File: config.mk
export PLATFORM = sky130hd
export DESIGN_NAME = fifo_wr_arbiter_flat
export DESIGN_NICKNAME = d
export VERILOG_FILES = /design/src/rtl/fifo_wr_arbiter_pkg.sv /design/src/rtl/fifo_wr_arbiter_if.sv /design/src/rtl/fifo_wr_arbiter_rr_pick.sv /design/src/rtl/fifo_wr_arbiter.sv /design/src/flat_wrapper.sv
export SDC_FILE = /design/constraint.sdc
export NUM_CORES = 1
export LEC_CHECK = 0
export BUFFER_PORTS_ARGS = -buffer_cell sky130_fd_sc_hd__buf_2
export CORE_UTILIZATION = 47
export CTS_CLUSTER_DIAMETER = 30
export DETAILED_ROUTE_END_ITERATION = 12
export GPL_TIMING_DRIVEN = 1
export PLACE_DENSITY = 0.85
export SYNTH_ARGS = -nofsm -noshare
export SYNTH_HDL_FRONTEND = slang
export SYNTH_HIERARCHICAL = 1
export SYNTH_SLANG_ARGS = --single-unit
File: constraint.sdc
create_clock -name wr_clk -period 4.01 [get_ports wr_clk]
set_clock_uncertainty 0.2 [all_clocks]
set_input_delay 0.6015 -clock wr_clk [delete_from_list [all_inputs] [get_ports wr_clk]]
set_output_delay 0.6015 -clock wr_clk [all_outputs]
set_load 0.05 [all_outputs]
File: src/rtl/fifo_wr_arbiter_pkg.sv
// fifo_wr_arbiter_pkg: shared FSM state type for the AFifo write-port arbiter
package fifo_wr_arbiter_pkg;

    typedef enum logic {
        ST_IDLE = 1'b0,
        ST_XFER = 1'b1
    } state_t;

endpackage

File: src/rtl/fifo_wr_arbiter_if.sv
// fifo_wr_arbiter_if: requester handshake plus FIFO write-port bundle; master = producers/FIFO, slave = arbiter
interface fifo_wr_arbiter_if #(
    parameter int NUM_REQ    = 4,
    parameter int data_width = 8
);

    localparam int ID_W = $clog2(NUM_REQ);

    logic [NUM_REQ-1:0]            req_valid;
    logic [NUM_REQ*data_width-1:0] req_data;
    logic [NUM_REQ-1:0]            req_last;
    logic [NUM_REQ-1:0]            req_ready;
    logic                          fifo_full;
    logic                          fifo_wr_en;
    logic [data_width-1:0]         fifo_wr_data;
    logic                          busy;
    logic [ID_W-1:0]               active_id;

    modport master (
        output req_valid, req_data, req_last, fifo_full,
        input  req_ready, fifo_wr_en, fifo_wr_data, busy, active_id
    );

    modport slave (
        input  req_valid, req_data, req_last, fifo_full,
        output req_ready, fifo_wr_en, fifo_wr_data, busy, active_id
    );

endinterface

File: src/rtl/fifo_wr_arbiter_rr_pick.sv
// rr_pick: combinational round-robin picker, first set bit of req scanning upward from last+1
module rr_pick #(
    parameter int NUM_REQ = 4,
    localparam int ID_W   = $clog2(NUM_REQ)
) (
    input  logic [NUM_REQ-1:0] req,
    input  logic [ID_W-1:0]    last,
    output logic               any,
    output logic [ID_W-1:0]    win
);

    logic [NUM_REQ-1:0] sh;
    logic [ID_W:0]      base;
    logic [ID_W:0]      off;
    logic [ID_W:0]      sum;

    // Rotate via the doubled vector so index 0 of sh is last+1; lowest set offset wins.
    always_comb begin
        base = {1'b0, last} + 1'b1;
        sh   = NUM_REQ'({req, req} >> base);
        any  = |req;
        off  = '0;
        for (int i = NUM_REQ - 1; i >= 0; i--)
            if (sh[i]) off = (ID_W+1)'(i);
        sum = base + off;
        win = ID_W'(sum >= (ID_W+1)'(NUM_REQ) ? sum - (ID_W+1)'(NUM_REQ) : sum);
    end

endmodule

File: src/rtl/fifo_wr_arbiter.sv
// fifo_wr_arbiter: round-robin burst arbiter for the AFifo write port; define ARB_BURST_LOCK_EN for packet-atomic grants
module fifo_wr_arbiter
    import fifo_wr_arbiter_pkg::*;
#(
    parameter int NUM_REQ    = 4,
    parameter int data_width = 8,
    parameter int MAX_BURST  = 4
) (
    input logic             wr_clk,
    input logic             rst_n,
    fifo_wr_arbiter_if.slave bus
);

    localparam int ID_W  = $clog2(NUM_REQ);
    localparam int CNT_W = $clog2(MAX_BURST + 1);

    state_t                state;
    logic [ID_W-1:0]       owner;
    logic [ID_W-1:0]       last_owner;
    logic [CNT_W-1:0]      cnt;
    logic                  any;
    logic [ID_W-1:0]       win;
    logic                  own_valid;
    logic                  own_last;
    logic [data_width-1:0] own_data;
    logic                  acc;
    logic                  rel;

    rr_pick #(.NUM_REQ(NUM_REQ)) u_pick (
        .req  (bus.req_valid),
        .last (last_owner),
        .any  (any),
        .win  (win)
    );

    // Select the owner's lane, decide acceptance and whether this cycle ends the grant.
    always_comb begin
        own_valid = 1'b0;
        own_last  = 1'b0;
        own_data  = '0;
        for (int i = 0; i < NUM_REQ; i++)
            if (owner == ID_W'(i)) begin
                own_valid = bus.req_valid[i];
                own_last  = bus.req_last[i];
                own_data  = bus.req_data[i*data_width +: data_width];
            end
        acc = (state == ST_XFER) && own_valid && !bus.fifo_full;
`ifdef ARB_BURST_LOCK_EN
        rel = acc && own_last;
`else
        rel = (acc && (own_last || cnt == CNT_W'(MAX_BURST - 1))) || (state == ST_XFER && !own_valid);
`endif
    end

    // Drive the handshake and FIFO write port; everything idles to zero outside XFER.
    always_comb begin
        for (int i = 0; i < NUM_REQ; i++)
            bus.req_ready[i] = (state == ST_XFER) && !bus.fifo_full && owner == ID_W'(i);
        bus.fifo_wr_en   = acc;
        bus.fifo_wr_data = acc ? own_data : '0;
    end

    // Grant FSM: arbitrate in IDLE, count accepted words in XFER, release back to IDLE.
    always_ff @(posedge wr_clk or negedge rst_n) begin
        if (!rst_n) begin
            state         <= ST_IDLE;
            owner         <= '0;
            last_owner    <= ID_W'(NUM_REQ - 1);
            cnt           <= '0;
            bus.busy      <= 1'b0;
            bus.active_id <= '0;
        end else if (state == ST_IDLE) begin
            if (any) begin
                state         <= ST_XFER;
                owner         <= win;
                cnt           <= '0;
                bus.busy      <= 1'b1;
                bus.active_id <= win;
            end
        end else begin
            if (acc && cnt != CNT_W'(MAX_BURST))
                cnt <= cnt + 1'b1;
            if (rel) begin
                state      <= ST_IDLE;
                last_owner <= owner;
                bus.busy   <= 1'b0;
            end
        end
    end

endmodule

File: src/flat_wrapper.sv
// flat-port wrapper written by rule: the top's interface ports become plain ports
module fifo_wr_arbiter_flat import fifo_wr_arbiter_pkg::*;
#(
    parameter int NUM_REQ    = 4,
    parameter int data_width = 8,
    parameter int MAX_BURST  = 4
)
  (wr_clk, rst_n, bus_req_valid, bus_req_data, bus_req_last, bus_fifo_full, bus_req_ready, bus_fifo_wr_en, bus_fifo_wr_data, bus_busy, bus_active_id);
  fifo_wr_arbiter_if #(.NUM_REQ(NUM_REQ), .data_width(data_width)) bus_i ();
  input logic wr_clk;
  input logic rst_n;
  input wire logic [$bits(bus_i.req_valid)-1:0] bus_req_valid;
  input wire logic [$bits(bus_i.req_data)-1:0] bus_req_data;
  input wire logic [$bits(bus_i.req_last)-1:0] bus_req_last;
  input wire logic [$bits(bus_i.fifo_full)-1:0] bus_fifo_full;
  output wire logic [$bits(bus_i.req_ready)-1:0] bus_req_ready;
  output wire logic [$bits(bus_i.fifo_wr_en)-1:0] bus_fifo_wr_en;
  output wire logic [$bits(bus_i.fifo_wr_data)-1:0] bus_fifo_wr_data;
  output wire logic [$bits(bus_i.busy)-1:0] bus_busy;
  output wire logic [$bits(bus_i.active_id)-1:0] bus_active_id;
  assign bus_i.req_valid = bus_req_valid;
  assign bus_i.req_data = bus_req_data;
  assign bus_i.req_last = bus_req_last;
  assign bus_i.fifo_full = bus_fifo_full;
  assign bus_req_ready = bus_i.req_ready;
  assign bus_fifo_wr_en = bus_i.fifo_wr_en;
  assign bus_fifo_wr_data = bus_i.fifo_wr_data;
  assign bus_busy = bus_i.busy;
  assign bus_active_id = bus_i.active_id;
  fifo_wr_arbiter #(.NUM_REQ(NUM_REQ), .data_width(data_width), .MAX_BURST(MAX_BURST)) u_core (.wr_clk(wr_clk), .rst_n(rst_n), .bus(bus_i));
endmodule
==> flow_summary.json, run 1 <==
{
  "p_total_uw": 904,
  "drtAntennaViolNets": 0,
  "synth_fa_ha_area_frac": 0.0493,
  "grt_pass1_wl_microns": 4070,
  "fin_crit_sh": 0.754,
  "grt_max_degree": 19,
  "synth.cells.most_frequent": "nand2_1 (12), and3_1 (9), inv_1 (8)",
  "root_buffer": "clkbuf_4",
  "fin_nets": 204,
  "drc_errors": 0,
  "coreArea_sq_mm": 0.00200,
  "grt_usage": 0.218,
  "diodes": 0,
  "synth_top_family_by_area": "multiplexers",
  "gp_congestion": 0.737,
  "grt_pass1_vias": 965,
  "final_cells": 183,
  "hpwl_microns": 1930,
  "post-place-ws_ps": 1250,
  "place_area_sq_mm": 0.00129,
  "clock.fmax_mhz": 331,
  "overflow": 0,
  "tns_ps": 0,
  "fin_area_sq_mm": 0.00133,
  "drt-total-wl_microns": 2450,
  "rsz0062_at_grt": "false",
  "die_area_sq_mm": 0.00235,
  "slew_headroom": 0.369,
  "cp-startpoint": "u_core/owner[0]$_DFFE_PN0P_",
  "chipWidth_microns": 48.5,
  "synth-seq-cells": 9,
  "yosysTopAreaCell": "dfrtp_1",
  "area_delta_synth_final_pct": 31.1,
  "clk_path_buf_depth": 2,
  "grtUsageMet2": 0.392,
  "worstPathArrival_ps": 2220,
  "power.density_mw_per_mm2": 679,
  "worstSetupPathType": "reg2out",
  "die_h_microns": 48.5,
  "crit_fanout": 18,
  "hold_path.startpoint": "u_core/bus.busy$_DFFE_PN0P_",
  "synth.mux.area_fraction": 0.291,
  "busiest_layer": "met2",
  "synthSimpleGateAreaFrac": 0.224,
  "dr.pass1.iters": 4,
  "port-buffer-count": 58,
  "synth_area_sq_mm": 0.00101,
  "ys.warnings.count": 6,
  "synth_fp_nets": 147,
  "path_clk_slew_ps": 60,
  "cts_tree": "built",
  "ctsResizeCount": 0,
  "endpoint_kind": "output port",
  "synth.top_cell.area_share": 0.173,
  "multi_input_area_sq_um": 712,
  "antenna_found_initial": 0,
  "outcome": "finished, final reports clean",
  "grt.met1_usage": 0.252,
  "hp-class": "reg2reg",
  "max-cap-violations": 0,
  "via_per_inst": 5.38,
  "slew_violations": 0,
  "hold_viol": 0,
  "ys.flop_type": "dfrtp_1",
  "wl_per_cell_microns": 13.4,
  "synth.avg_cell_area_sq_um": 10.1,
  "finalSetupViolations": 0,
  "p_leak_uw": 0.000705,
  "netlist_instances": 100,
  "dp_cells": 178,
  "worstPathRequired_ps": 3210,
  "worst_pin_slew_ps": 944,
  "ys_seq_area_frac": 0.224,
  "insertion_delay_ps": 260,
  "post-route-min-period_ps": 3020,
  "yosys-top-cells-area": "dfrtp_1 (17%), mux4_2 (11%), mux4_1 (10%), and3_1 (5.5%), dfstp_2 (5.2%)",
  "vias": 984,
  "ios": 59,
  "setup_slack_ps": 986,
  "synth_compound_area_frac": 0.120,
  "cts.sinks": 9,
  "seq_area_sq_um": 228,
  "cts_buffers": 3,
  "post_cts_buffers": 0,
  "synth_edf_count": 0,
  "synth.distinct_cells": 41,
  "start_util": 0.507,
  "ir_drop_mv": 0.526,
  "yosysMostFrequentCell": "nand2_1",
  "grt.met3_usage": 0.0692,
  "start_kind": "register",
  "async_flop_share": 1.00,
  "fill_cells": 159,
  "synth_xor_area_frac": 0.0173,
  "drtIter0Drc": 15,
  "r2r-start": "u_core/owner[0]$_DFFE_PN0P_",
  "h-tree-depth": 1,
  "layout-drive-gt1-share": 0.481,
  "rows": 16
}
-- cell usage in the layout, fill, tap and decap left out, types with 3 or more instances in the layout --
master and instances:
and3_1 9, buf_2 58, clkbuf_4 3, dfrtp_1 7
ha_1 4, inv_1 8, mux2i_1 4, mux4_1 4
mux4_2 5, nand2_1 12, nor2_1 3, nor2b_1 5
-- flip-flops by register name, indices dropped and copies added (netlist names) --
register	cells
u_core/bus.busy	1
u_core/cnt	3
u_core/last_owner	2
u_core/owner	2
u_core/state	1
-- per-layer routing --
layer,share of wire,routed length (microns),vias to the layer above
li1,-,-,485
met1,0.43,1050,454
met2,0.48,1190,43
met3,0.079,194,2
met4,0.0049,12,0
met5,0,0,-
-- layout make-up --
cell class                      count  share of cell area
Clock buffer                        4              0.0198
Inverter                            8              0.0226
Multi-Input combinational cell     76               0.535
Sequential cell                     9               0.171
Tap cell                           27              0.0254
Timing Repair Buffer               59               0.226
-- through the flow --
step           hold slack, ps  utilization
3_5_place_dp              261        0.646
6_report                  275        0.664
3_3_place_gp              258        0.646
4_1_cts                   281        0.664
5_1_grt                   300        0.664
2_1_floorplan             106            -
-- path summary, 6_finish.rpt --
check | end | slack [ps] | cells past startpoint
min reg2reg | u_core/bus.busy$_DFFE_PN0P_ | 270 | 1
max reg2reg | u_core/last_owner[1]$_DFFE_PN1P_ | 1620 | 4
min in group asynchronous | u_core/state$_DFF_PN0_ | 520 | 2
max | bus_fifo_wr_data[0] | 990 | 3
max in group asynchronous | u_core/last_owner[1]$_DFFE_PN1P_ | 2840 | 2
min | u_core/bus.busy$_DFFE_PN0P_ | 270 | 1
-- what timing repair did --
item                       in CTS  in global routing
hold endpoints to repair        7                  0
setup endpoints to repair       0                  0
hold buffers                    1                  0
-- power breakdown --
group	internal, uW	leakage (uW)	switching, uW
clock network	38.3	0.0000150	30.5
registers	139	0.000108	93.3
logic	259	0.000582	344
-- cell families after synthesis --
| logic type | count (synthesis) |
|---|---|
| AND/OR/NAND/NOR | 39 |
| flip-flops | 9 |
| AO/OA/AOI/OAI | 15 |
| buffers and inverters | 15 |
| adder cells (fa/ha/maj) | 4 |
| XOR/XNOR | 2 |
| multiplexers | 16 |
-- critical path, cell delays in order, from the launching register on --
cell and delay, ps:
dfrtp_1 810, mux4_2 740, and3_1 200, buf_2 200
Note: power is estimated with default switching activity, not from simulation.
==> run 2, diff against run 1 <==
- CORE_UTILIZATION: 47 -> 43
- PLACE_DENSITY: 0.85 -> 0.79
- clock period: 4.01 -> 2.9 ns (I/O delays scaled with it)
==> run 2 against run 1 <==
  * First-iteration DRC count rose by 87%
  * Via count rose by 5.4%
  * Sequential share of layout area fell by 0.30 points
  * Final area rose by 1.8%
  * Critical path type unchanged
==> flow_summary.json, run 2 (synthesis gave the netlist of run 1 again) <==
{
  "power.density_mw_per_mm2": 959,
  "p_leak_uw": 0.000720,
  "post-place-ws_ps": 576,
  "start_kind": "register",
  "wl_per_cell_microns": 13.9,
  "regMostFlops": "u_core/cnt",
  "rows": 17,
  "slew_violations": 0,
  "place_area_sq_mm": 0.00132,
  "post-route-min-period_ps": 2600,
  "ctsHoldBuffers": 1,
  "via_per_inst": 5.55,
  "hp-class": "reg2reg",
  "ctsResizeCount": 0,
  "antenna_found_initial": 0,
  "diodes": 0,
  "start_util": 0.459,
  "final_cell_mix": "buf_2 (58), nand2_1 (12), and3_1 (9)",
  "fin_nets": 207,
  "worstSetupPathType": "reg2out",
  "setup_slack_ps": 305,
  "hpwl_microns": 2100,
  "die_area_sq_mm": 0.00256,
  "grt_max_degree": 12,
  "worst_pin_slew_ps": 402,
  "finalSetupViolations": 0,
  "drtIter0Drc": 28,
  "crit_end": "bus_fifo_wr_data[3]",
  "die_h_microns": 50.6,
  "clk_path_buf_depth": 2,
  "critPathMaxStageDelay_ps": 530,
  "drtAntennaViolNets": 0,
  "rsz0062_at_grt": "false",
  "reg2reg_depth": 8,
  "max-cap-violations": 0,
  "layout-drive-gt1-share": 0.491,
  "gp_congestion": 0.717,
  "crit_slowest_cell": "dfrtp_1",
  "grt_pass1_wl_microns": 4240,
  "grt_usage": 0.216,
  "worstPathArrival_ps": 1960,
  "layout_commonest_cell": "buf_2",
  "area_delta_synth_final_pct": 33.4,
  "cts_tree": "built",
  "dr.pass1.iters": 4,
  "port-buffer-count": 58,
  "chipWidth_microns": 50.6,
  "h-tree-depth": 1,
  "largest_register_ffs": 3,
  "insertion_delay_ps": 260,
  "outcome": "finished, final reports clean",
  "cts_buffers": 3,
  "overflow": 0,
  "path_cells": "buf_4 -> mux4_2 -> and3_1 -> buf_2",
  "r2r_end": "u_core/owner[1]$_DFFE_PN0P_",
  "tns_ps": 0,
  "hold_viol": 0,
  "cp-startpoint": "u_core/owner[0]$_DFFE_PN0P_",
  "fin_area_sq_mm": 0.00135,
  "r2r-start": "u_core/last_owner[1]$_DFFE_PN1P_",
  "crit_fanout": 11,
  "path_clk_slew_ps": 60,
  "drc_errors": 0,
  "root_buffer": "clkbuf_4",
  "ir_drop_mv": 0.633,
  "slew_headroom": 0.731,
  "coreArea_sq_mm": 0.00221,
  "ios": 59,
  "drt-total-wl_microns": 2600,
  "vias": 1037,
  "clock.fmax_mhz": 385,
  "post_cts_buffers": 0,
  "rrSetupSlack_ps": 720,
  "worstPathRequired_ps": 2270,
  "grt_pass1_vias": 1012,
  "fin_crit_sh": 0.895,
  "cts.sinks": 9,
  "min_path_cells": 1,
  "top_regs": "u_core/cnt (3), u_core/last_owner (2), u_core/owner (2)",
  "endpoint_kind": "output port"
}
## run 2: worst max-delay path, delay by kind of cell (launching register included)
kind          cells  cell delay (ps)
simple gates      1              190
mux               1              510
flops             1              530
buf+inv           2              460
## run 2: per-layer routing
layer,vias to the layer above,global-route usage,routed length (microns)
li1,493,-,-
met1,487,0.247,1040
met4,0,0.0602,33
met3,4,0.0636,255
met2,53,0.384,1270
met5,-,0,0
## run 2: per-stage QoR
step	instances	total power, uW	utilization	hold slack (ps)
finish	187	1300	0.612	292
global route	187	1380	0.612	330
CTS	187	1300	0.612	294
detailed placement	182	1190	0.596	95.2
global placement	182	1150	0.596	92.9
floorplan	100	1020	-	-60.6
## run 2: where the power goes
group | internal (uW) | switching, uW
clock | 52.8 | 40.6
combinational | 381 | 542
sequential | 193 | 89.0
total | 627 | 671
## run 2: cell type report
type,instances,area [sq um]
fill,181,858
clock buffer,4,26.3
multi-input combinational,76,712
tap,28,35.0
inverter,8,30.0
timing repair buffer,62,323
sequential,9,228
## run 2: worst min-delay path by stage
stage	start	end	slack, ps
global route	u_core/bus.busy$_DFFE_PN0P_	u_core/bus.busy$_DFFE_PN0P_	330
CTS	u_core/bus.busy$_DFFE_PN0P_	u_core/bus.busy$_DFFE_PN0P_	290
global placement	rst_n	u_core/cnt[0]$_DFFE_PN0P_	90
detailed placement	rst_n	u_core/cnt[1]$_DFFE_PN0P_	100
finish	u_core/bus.busy$_DFFE_PN0P_	u_core/bus.busy$_DFFE_PN0P_	290
floorplan	rst_n	u_core/bus.busy$_DFFE_PN0P_	-60
==> run 3, diff against run 2 <==
- CORE_UTILIZATION: 43 -> 47
- MAX_ROUTING_LAYER: default -> met4
- PLACE_DENSITY: 0.79 -> 0.85
- clock period: 2.9 -> 3.2 ns (I/O delays scaled with it)
==> run 3 against run 2 <==
  * Setup slack improved by 260 ps
  * Combinational power decreased by 12%
  * Non-clock buffer count decreased by 1
  * Register-to-register slack improved by 160 ps
  * Sequential power decreased by 3%
  * Global-route usage increased by 3.0 points
  * Via count decreased by 0.19%
  * First-iteration DRC count increased by 29%
  * Worst hold slack got worse by 17 ps
  * Flip-flop and latch count unchanged
  * Final cell count decreased by 1.1%
  * Critical path depth decreased by 1
==> flow_summary.json, run 3 (synthesis gave the netlist of run 1 again) <==
{
  "insertion_delay_ps": 260,
  "cp-startpoint": "u_core/owner[1]$_DFFE_PN0P_",
  "slew_headroom": 0.581,
  "diodes": 0,
  "wl_per_cell_microns": 14.4,
  "start_util": 0.507,
  "drt-total-wl_microns": 2660,
  "final_cell_mix": "buf_2 (58), nand2_1 (12), and3_1 (9)",
  "hold_path.startpoint": "u_core/bus.busy$_DFFE_PN0P_",
  "grt_pass1_vias": 975,
  "p_int_uw": 560,
  "hpwl_microns": 2030,
  "largest_register_ffs": 3,
  "vias": 1035,
  "p_sw_uw": 608,
  "port-buffer-count": 58,
  "hold_viol": 0,
  "r2r-start": "u_core/owner[1]$_DFFE_PN0P_",
  "sequentialPowerShare": 0.234,
  "regMostFlops": "u_core/cnt",
  "pwr-share-clk": 0.073,
  "max-cap-violations": 0,
  "ir_drop_mv": 0.670,
  "chipWidth_microns": 48.5,
  "switching_share": 0.520,
  "area_delta_synth_final_pct": 32.6,
  "worstSetupPathType": "reg2out",
  "hp-class": "reg2reg",
  "clk_path_buf_depth": 2,
  "die_area_sq_mm": 0.00235,
  "cts_buffers": 3,
  "fin_crit_sh": 0.823,
  "via_per_inst": 5.59,
  "gp_congestion": 0.761,
  "crit_fanout": 18,
  "worstPathRequired_ps": 2520,
  "layout-drive-gt1-share": 0.487,
  "grt_max_degree": 19,
  "tns_ps": 0,
  "ios": 59,
  "rsz0062_at_grt": "false",
  "start_kind": "register",
  "cts_tree": "built",
  "cts.sinks": 9,
  "layout_commonest_cell": "buf_2",
  "dr.pass1.iters": 4,
  "slew_violations": 0,
  "finalSetupViolations": 0,
  "coreArea_sq_mm": 0.00200,
  "dp_cells": 180,
  "antenna_found_initial": 0,
  "drtAntennaViolNets": 0,
  "worstPathArrival_ps": 1950,
  "path_clk_slew_ps": 60,
  "p_leak_uw": 0.000715,
  "fin_nets": 206,
  "top_regs": "u_core/cnt (3), u_core/last_owner (2), u_core/owner (2)",
  "drc_errors": 0,
  "setup_slack_ps": 565,
  "grt_usage": 0.246,
  "post-place-ws_ps": 827,
  "place_area_sq_mm": 0.00131,
  "root_buffer": "clkbuf_4",
  "die_h_microns": 48.5,
  "clock.fmax_mhz": 380,
  "rows": 16,
  "drtIter0Drc": 36,
  "h-tree-depth": 1,
  "overflow": 0,
  "worst_pin_slew_ps": 628,
  "final_cells": 185,
  "power.density_mw_per_mm2": 868,
  "combPwrFrac": 0.693,
  "fin_area_sq_mm": 0.00135,
  "outcome": "finished, final reports clean",
  "post-route-min-period_ps": 2630,
  "endpoint_kind": "output port",
  "grt_pass1_wl_microns": 4410
}
[run 3: layer usage]
metal,GRT usage,share of wire,up-vias
li1,-,-,489
met1,0.295,0.43,493
met4,0.0245,0,0
met2,0.415,0.48,53
met5,-,0,-
met3,0.0849,0.092,0
[run 3: path summary, 6_finish.rpt]
check	slack (ps)	endpoint	cells after the start
max	570	bus_fifo_wr_data[3]	3
min	280	u_core/bus.busy$_DFFE_PN0P_	1
max reg2reg	880	u_core/last_owner[0]$_DFFE_PN1P_	4
min reg2reg	280	u_core/bus.busy$_DFFE_PN0P_	1
max in group asynchronous	2140	u_core/last_owner[1]$_DFFE_PN1P_	2
min in group asynchronous	410	u_core/owner[1]$_DFFE_PN0P_	2
[run 3: what timing repair did]
action / in CTS / in global routing
hold endpoints to repair: 7 / 0
hold buffers: 1 / 0
gates resized for setup: 0 / 0
buffers inserted: 0 / 0
[run 3: critical path, stage by stage (launching register included)]
cell     delay [ps]
dfrtp_1         740
mux4_2          550
and3_1          190
buf_2           210
[run 3: cell type report]
class                      count  area (sq um)
multi-input combinational     76           712
fill                         159           657
sequential                     9           228
inverter                       8          30.0
clock buffer                   4          26.3
timing repair buffer          61           315
tap                           27          33.8
[run 3: power groups by stage]
stage          sequential (uW)  combinational (uW)  clock (uW)
4_1_cts                    270                 804        88.2
3_3_place_gp               263                 772           0
5_1_grt                    286                 863        99.9
3_5_place_dp               273                 799           0
2_1_floorplan              281                 643           0
6_report                   273                 810        85.0
[run 3: metrics by stage]
step | power (uW) | utilization | hold slack (ps)
floorplan | 924 | - | -15.6
finish | 1170 | 0.672 | 276
global route | 1250 | 0.672 | 320
CTS | 1160 | 0.672 | 280
global placement | 1040 | 0.654 | 136
detailed placement | 1070 | 0.654 | 140
